==> config.mk <==
export PLATFORM = sky130hd
export DESIGN_NAME = tls_phase_scheduler
export DESIGN_NICKNAME = d
export VERILOG_FILES = /design/src/rtl/tls_pkg.sv /design/src/rtl/tls_phase_timer.sv /design/src/rtl/tls_phase_scheduler.sv
export SDC_FILE = /design/constraint.sdc
export NUM_CORES = 1
export LEC_CHECK = 0
export BUFFER_PORTS_ARGS = -buffer_cell sky130_fd_sc_hd__buf_2
export CAP_MARGIN = 20
export CELL_PAD_IN_SITES_DETAIL_PLACEMENT = 0
export CELL_PAD_IN_SITES_GLOBAL_PLACEMENT = 1
export CORE_MARGIN = 3
export CORE_UTILIZATION = 40
export CTS_CLUSTER_SIZE = 20
export DETAILED_ROUTE_END_ITERATION = 7
export PLACE_DENSITY = 0.88
export SETUP_SLACK_MARGIN = 0.1
export SYNTH_ARGS = -nofsm -noshare
export SYNTH_HDL_FRONTEND = slang
export SYNTH_HIERARCHICAL = 1
export SYNTH_SLANG_ARGS = --single-unit
==> constraint.sdc <==
create_clock -name clk -period 7.53 [get_ports clk]
set_input_delay 0.753 -clock clk [delete_from_list [all_inputs] [get_ports clk]]
set_output_delay 0.753 -clock clk [all_outputs]
set_load 0.01 [all_outputs]
==> src/rtl/tls_pkg.sv <==
// Shared encodings for the two-approach phase scheduler: lamp codes and state codes.
package tls_pkg;

   localparam logic [2:0] LIGHT_G = 3'b100;
   localparam logic [2:0] LIGHT_Y = 3'b010;
   localparam logic [2:0] LIGHT_R = 3'b001;

   // Codes are fixed because they are exported on the debug phase port.
   typedef enum logic [2:0] {
      AG   = 3'd0,
      AY   = 3'd1,
      RR   = 3'd2,
      BG   = 3'd3,
      BY   = 3'd4,
      WALK = 3'd5
   } tls_state_t;

endpackage

==> src/rtl/tls_phase_timer.sv <==
// Phase timer: counts timebase ticks within the current phase, clears on phase
// change, optionally saturates, and flags when a programmed duration is reached.
module tls_phase_timer #(
   parameter int unsigned CNT_W = 8
) (
   input  logic             clk,
   input  logic             rst,
   input  logic             clr,
   input  logic             en,
   input  logic             sat_en,
   input  logic [CNT_W-1:0] sat_val,
   input  logic [CNT_W-1:0] cmp_val,
   output logic [CNT_W-1:0] count,
   output logic             expire
);

   // Tick counter: cleared on phase change, holds once the saturation value is reached.
   always_ff @(posedge clk) begin
      if (rst || clr) begin
         count <= '0;
      end else if (en && !(sat_en && (count == sat_val))) begin
         count <= count + CNT_W'(1);
      end
   end

   // Expiry is only meaningful on a tick edge.
   always_comb begin
      expire = en && (count == cmp_val);
   end

endmodule

==> src/rtl/tls_phase_scheduler.sv <==
// Two-approach intersection phase scheduler with demand-driven green arbitration,
// yellow and all-red clearance, and a latched pedestrian WALK phase.
module tls_phase_scheduler
   import tls_pkg::*;
#(
   parameter int unsigned GREEN_MIN = 4,
   parameter int unsigned GREEN_MAX = 10,
   parameter int unsigned YELLOW_T  = 2,
   parameter int unsigned ALLRED_T  = 1,
   parameter int unsigned WALK_T    = 3,
   parameter int unsigned CNT_W     = 8
) (
   input  logic       clk,
   input  logic       rst,
   input  logic       tick,
   input  logic       car_a,
   input  logic       car_b,
   input  logic       ped_req,
   output logic [2:0] LA,
   output logic [2:0] LB,
   output logic       walk,
   output logic [2:0] phase
);

   localparam logic [CNT_W-1:0] GMIN_LAST = CNT_W'(GREEN_MIN - 1);
   localparam logic [CNT_W-1:0] GMAX_LAST = CNT_W'(GREEN_MAX - 1);
   localparam logic [CNT_W-1:0] YEL_LAST  = CNT_W'(YELLOW_T - 1);
   localparam logic [CNT_W-1:0] RED_LAST  = CNT_W'(ALLRED_T - 1);
   localparam logic [CNT_W-1:0] WALK_LAST = CNT_W'(WALK_T - 1);

   tls_state_t       state, state_d;
   logic             next_dir, next_dir_d;
   logic             ped_pending, ped_pending_d;
   logic [CNT_W-1:0] timer;
   logic             expire;
   logic             in_green;
   logic [CNT_W-1:0] cmp_val;

   // Select the duration that ends the current phase; greens use the cap.
   always_comb begin
      in_green = (state == AG) || (state == BG);
      case (state)
         AY, BY:  cmp_val = YEL_LAST;
         RR:      cmp_val = RED_LAST;
         WALK:    cmp_val = WALK_LAST;
         default: cmp_val = GMAX_LAST;
      endcase
   end

   tls_phase_timer #(
      .CNT_W (CNT_W)
   ) u_timer (
      .clk     (clk),
      .rst     (rst),
      .clr     (state_d != state),
      .en      (tick),
      .sat_en  (in_green),
      .sat_val (GMAX_LAST),
      .cmp_val (cmp_val),
      .count   (timer),
      .expire  (expire)
   );

   // State, service direction and pedestrian latch registers.
   always_ff @(posedge clk) begin
      if (rst) begin
         state       <= RR;
         next_dir    <= 1'b0;
         ped_pending <= 1'b0;
      end else begin
         state       <= state_d;
         next_dir    <= next_dir_d;
         ped_pending <= ped_pending_d;
      end
   end

   // Next-state logic: green ends once min green has run, someone else is waiting,
   // and either own demand is gone or the cap is reached.
   always_comb begin
      state_d    = state;
      next_dir_d = next_dir;
      case (state)
         AG: if (tick && (timer >= GMIN_LAST) && (car_b || ped_pending) &&
                 (!car_a || (timer == GMAX_LAST)))
                state_d = AY;
         BG: if (tick && (timer >= GMIN_LAST) && (car_a || ped_pending) &&
                 (!car_b || (timer == GMAX_LAST)))
                state_d = BY;
         AY: if (expire) begin
                state_d    = RR;
                next_dir_d = 1'b1;
             end
         BY: if (expire) begin
                state_d    = RR;
                next_dir_d = 1'b0;
             end
         RR: if (expire) begin
                if (ped_pending)   state_d = WALK;
                else if (next_dir) state_d = BG;
                else               state_d = AG;
             end
         WALK: if (expire) state_d = next_dir ? BG : AG;
         default: state_d = RR;
      endcase
      // Entering WALK serves every request seen so far, including one on this edge.
      if ((state_d == WALK) && (state != WALK)) ped_pending_d = 1'b0;
      else                                      ped_pending_d = ped_pending | ped_req;
   end

   // Moore decode of lamp heads, walk indicator and debug phase.
   always_comb begin
      LA    = LIGHT_R;
      LB    = LIGHT_R;
      walk  = 1'b0;
      phase = state;
      case (state)
         AG:   LA = LIGHT_G;
         AY:   LA = LIGHT_Y;
         BG:   LB = LIGHT_G;
         BY:   LB = LIGHT_Y;
         WALK: walk = 1'b1;
         default: ;
      endcase
   end

endmodule

Yosys cells after proc, flatten, opt, wreduce, memory -nomap -nowiden

Index checks and enable logic that the tools add are counted.

Register bits: 13
Word-level logic and storage cells: 57

Add/sub/neg operators: 1
Magnitude comparators: 1
Equal/unequal tests: 12
Multiplexer cells: 15
Bitwise logic cells: 1
Reduce and logical (&&, ||, !) cells: 23

Operators with widths:

| operator            | count |
|---|---|
| $mux 3              | 6 |
| $pmux 3 s5          | 1 |
| $pmux 3 s2          | 2 |
| $pmux 4 s3          | 1 |
| $eq 3x3->1 const B  | 3 |
| $logic_and 1x1->1   | 9 |
| $add 8x1->8 const B | 1 |
| $eq 8x4->1          | 1 |
| $eq 8x4->1 const B  | 1 |
| $ge 8x2->1 const B  | 1 |
| $eq 3x2->1 const B  | 2 |
| $logic_or 1x1->1    | 6 |
| $ne 2x2->1 const B  | 2 |
| $reduce_or 2->1     | 2 |
| $eq 3x1->1 const B  | 1 |
| $logic_not 1->1     | 3 |
| $logic_not 3->1     | 1 |
| $mux 1              | 3 |
| $ne 3x3->1          | 1 |
| $ne 3x3->1 const B  | 1 |
| $reduce_and 3->1    | 1 |
| $mux 2              | 1 |
| $pmux 1 s2          | 1 |
| $reduce_bool 2->1   | 1 |
| $or 1x1->1          | 1 |

Depth between registers and ports, before layout

Depth after elaboration: 10
Mapped depth: 16

By module

Netlist, hierarchy kept.

Modules (own cells, without submodules):

| module              | instances | cells an instance | area an instance (um^2) | sequential area each (um^2) |
|---|---|---|---|---|
| tls_phase_timer     | 1         | 67                | 556.8                   | 160.2 |
| tls_phase_scheduler | 1         | 75                | 503.0                   | 100.1 |

Least setup slack after synthesis

No wires, ideal clock.

Path kind: register -> register
Start: register state[2], in the netlist phase[2]
End: register u_timer.count[3]
Setup time: 0.070 ns
Data arrival time: 3.434 ns
Path slack: 4.026 ns
Stages on the path, launching flop included: 15
Path buffers: 3
Period minus slack after synthesis: 3.504 ns
Cell sequence: dfxtp_1 -> clkbuf_1 -> or3_1 -> nand2_1 -> xor2_1 -> nor4_1 -> and3_1 -> clkbuf_1 -> nor2_1 -> a221o_1 -> or4_1 -> a221o_1 -> or2_2 -> clkbuf_1 -> a21oi_1

Longest elaborated chain between the ends: 9
Elaborated cells on any way between the ends: 22

Ends and longest elaborated chain:

| element                                  | line                      | source |
|---|---|---|
| start: declaration                       | tls_phase_scheduler.sv:31 | `tls_state_t state, state_d;` |
| start signal: assignment                 | tls_phase_scheduler.sv:71 | `state <= state_d;` |
| $eq 3x3->1 or $eq 3x1->1 (tied branches) | tls_phase_scheduler.sv:42 | `case (state)` |
| $reduce_or 2->1 (no source line)         | n/a                       |  |
| $pmux 4 s3 (*)                           | tls_phase_scheduler.sv:42 |  |
| via cmp_val[3]                           | tls_phase_scheduler.sv:37 | `logic [CNT_W-1:0] cmp_val;` |
| $eq 8x4->1 (*)                           | tls_phase_timer.sv:28     | `expire = en && (count == cmp_val);` |
| $logic_and 1x1->1 (*)                    | tls_phase_timer.sv:28     |  |
| via expire                               | tls_phase_scheduler.sv:35 | `logic expire;` |
| $mux 3 (on tied branches)                | n/a                       |  |
| $pmux 3 s5 (*)                           | tls_phase_scheduler.sv:82 | `case (state)` |
| $ne 3x3->1 (*)                           | tls_phase_scheduler.sv:55 | `.clr (state_d != state),` |
| $logic_or 1x1->1 (*)                     | tls_phase_timer.sv:19     | `if (rst \|\| clr) begin` |
| end signal: assignment                   | tls_phase_timer.sv:22     | `count <= count + CNT_W'(1);` |
| end: declaration                         | tls_phase_timer.sv:13     | `output logic [CNT_W-1:0] count,` |

The timed path passes the listed nets; every way through them passes the cells marked *.
A chain may end at the register's enable or synchronous reset.

Final worst setup path

Start: register state[1], in the netlist phase[1]
End: register u_timer.count[4]

The elaborated chain is that of the path after synthesis.

==> results.cfg <==
[timing]
drv_slew = 0
hold_viol = 0
rsz0062_at_grt = no
period_needed_ns = 3.67
finalCritPeriodShare = 0.488
max_freq_mhz = 272
setup-tns-final_ns = 0
relSlewSlack = 0.618
clock_skew_ns = 0.00157
setup-violations-final = 0
worst_pin_slew_ns = 0.570

[pwr]
p_sw_w = 0.0000381
power_frac_clock = 0.310
p_leak_nw = 0.512
seq_power_share = 0.541
irDropWorstVdd_mv = 0.0567
combPwrFrac = 0.148
p_per_area_mw_per_mm2 = 115
switching_share = 0.274
p_int_w = 0.000101

[cts]
cts_tree = built
numCtsBuffers = 3
clock_latency_ns = 0.26
root_buffer = clkbuf_4
cts-htree-levels = 1
cts_resized = 0
cts.reportedPaths.clkPinSlew_ns = 0.08
cts.sinks = 13
cts_setup_buffers = 0
max-clock-path-buffers = 2
hold_buffers = 0

[global_route]
grt_max_degree = 20
grt_pass1_wl_microns = 4610
grt_remaining_overflow = 0
grt_usage = 0.172
grt_antenna_before_repair = 0
first_global_vias = 982

[logic_synthesis]
yosysWarnings = 6
async_flop_share = 0
ys_seq_area_frac = 0.246
syn_inst = 142
synth_top_family_by_area = simple AND/OR/NAND/NOR gates
synth_seq_cells = 13
synth-simple-area-share = 0.312
yosysUniqueCellTypes = 42
synthFlopType = dfxtp_1
synthMuxAreaShare = 0
synth_compound_area_frac = 0.235
synth_xor_area_frac = 0.149
syn_area_sq_mm = 0.00106
synth_edf_count = 0
postSynthAreaPerCell_sq_um = 7.46
yosys.area_share.adder = 0.0118

[floorplanning]
initial_utilization = 0.424
fp.dieH_microns = 57.5
placementRows = 18
dieArea_sq_mm = 0.00330
die_w_microns = 57.5
ios = 16
core_area_sq_mm = 0.00250

[worst_setup_path]
worst_setup_path_end_kind = register
path_class = register to register
arrival_ns = 3.87
crit_path_start_kind = register
crit_path_max_fanout = 19
critical_path_required_ns = 7.73

[drt]
wl_per_cell_microns = 13.7
viasPerCell = 5.59
drt-pass1-iter-count = 4
drt_wl_total_microns = 2670
ant_nets = 0
vias = 1091
drt_iter0_markers = 82
drc_errors = 0

[outcome]
status = finished clean

[placement]
globalplace.congestion = 0.828
dp_hpwl_microns = 2020
io_buffers = 15
dp.cells = 191

[min_path]
min_path_type = register to register

[flow_run]
drv_cap = 0

[layout]
finalNonFillerCells = 195
syn_to_final_growth_pct = 14.0
drive_above_1_share = 0.145
antenna_cells = 0
nets = 173
-- cells by family (layout without fill, tap and decap cells) --
kind of cell,Yosys count,after routing
and+or+nand+nor,60,60
adders and majority gates,1,1
buffers and inverters,10,22
other,2,13
xor gates and xnor gates,18,18
DFF,13,13
AOI/OAI and AO/OA,38,38
-- synth_stat cells (2+ instances only) --
library cell,count,share of area
clkbuf_1,5,0.018
xor2_1,5,0.041
or4_1,2,0.014
or2_2,3,0.018
and3_1,2,0.012
a21oi_1,9,0.042
a221o_1,2,0.019
or3_1,8,0.047
xnor2_1,13,0.11
nor2_1,11,0.039
dfxtp_1,13,0.25
o21ai_0,11,0.052
inv_1,3,0.011
nand3_1,2,0.0094
conb_1,2,0.0071
a31oi_1,2,0.012
nand2b_1,3,0.018
nor3_1,2,0.0094
nand2_1,12,0.042
nand4_1,3,0.018
a211oi_1,2,0.014
o31ai_2,2,0.024
o31ai_1,5,0.035
nor4_1,2,0.012
-- worst max-delay path, stage by stage, from the launching register on --
cell and delay [ns]:
dfxtp_1 0.66, or3_1 0.26, nand2_1 0.10, xor2_1 0.15
nor4_1 0.25, and3_1 0.38, nor2_1 0.11, a221o_1 0.35
or4_1 0.47, a221o_1 0.34, or2_2 0.37, a21oi_1 0.15
-- layout make-up --
class	instances	area, sq um
multi-input cells	130	798
inverters	3	11.3
well taps	30	37.5
flip-flops and latches	13	260
clock buffers	4	26.3
repair buffers	15	75.1
fillers	250	1290
-- flip-flops by register name, summed over array words and instances (netlist names) --
signal / flops
u_timer/count: 8
phase: 3
next_dir: 1
ped_pending: 1
-- cells in the final DEF, fill, tap and decap left out, types with 5 or more instances in the layout --
cell     instances
buf_2           15
a21oi_1          9
conb_1          13
nand2_1         12
xnor2_1         13
xor2_1           5
o21ai_0         11
nor2_1          11
o31ai_1          5
or3_1            8
dfxtp_1         13
-- final timing paths --
check,cells after the start,to,slack [ns],from
worst min register to register,2,u_timer/count[7],0.59,u_timer/count[7]
worst max-delay path,11,u_timer/count[4],3.86,phase[1]
worst min-delay path,2,u_timer/count[7],0.59,u_timer/count[7]
worst max register to register,11,u_timer/count[4],3.86,phase[1]
-- through the flow --
step                      setup slack, ns  hold slack, ns   power, W  area (sq um)   util
after global routing                 3.62           0.620   0.000146          1210  0.483
after floorplan                      4.03           0.505  0.0000914          1100      -
final                                3.86           0.590   0.000139          1210  0.483
after detailed placement             3.91           0.576  0.0000972          1180  0.473
after global placement               4.06           0.578  0.0000965          1180  0.473
after CTS                            3.89           0.597   0.000140          1210  0.483
-- routing by layer --
metal  vias to the layer above  GRT usage  part of all wire
li1                        548          -                 -
met1                       499      0.246              0.47
met2                        42      0.273              0.45
met3                         2     0.0249             0.071
met4                         0     0.0364            0.0075
met5                         -          0                 0
-- power groups by stage --
stage / logic, W / clock network, W / registers (W)
2_1_floorplan: 0.0000162 / 0 / 0.0000752
3_3_place_gp: 0.0000198 / 0 / 0.0000767
3_5_place_dp: 0.0000204 / 0 / 0.0000767
4_1_cts: 0.0000205 / 0.0000442 / 0.0000751
5_1_grt: 0.0000233 / 0.0000473 / 0.0000757
6_report: 0.0000206 / 0.0000431 / 0.0000752
Note: power is estimated with default switching activity, not from simulation.
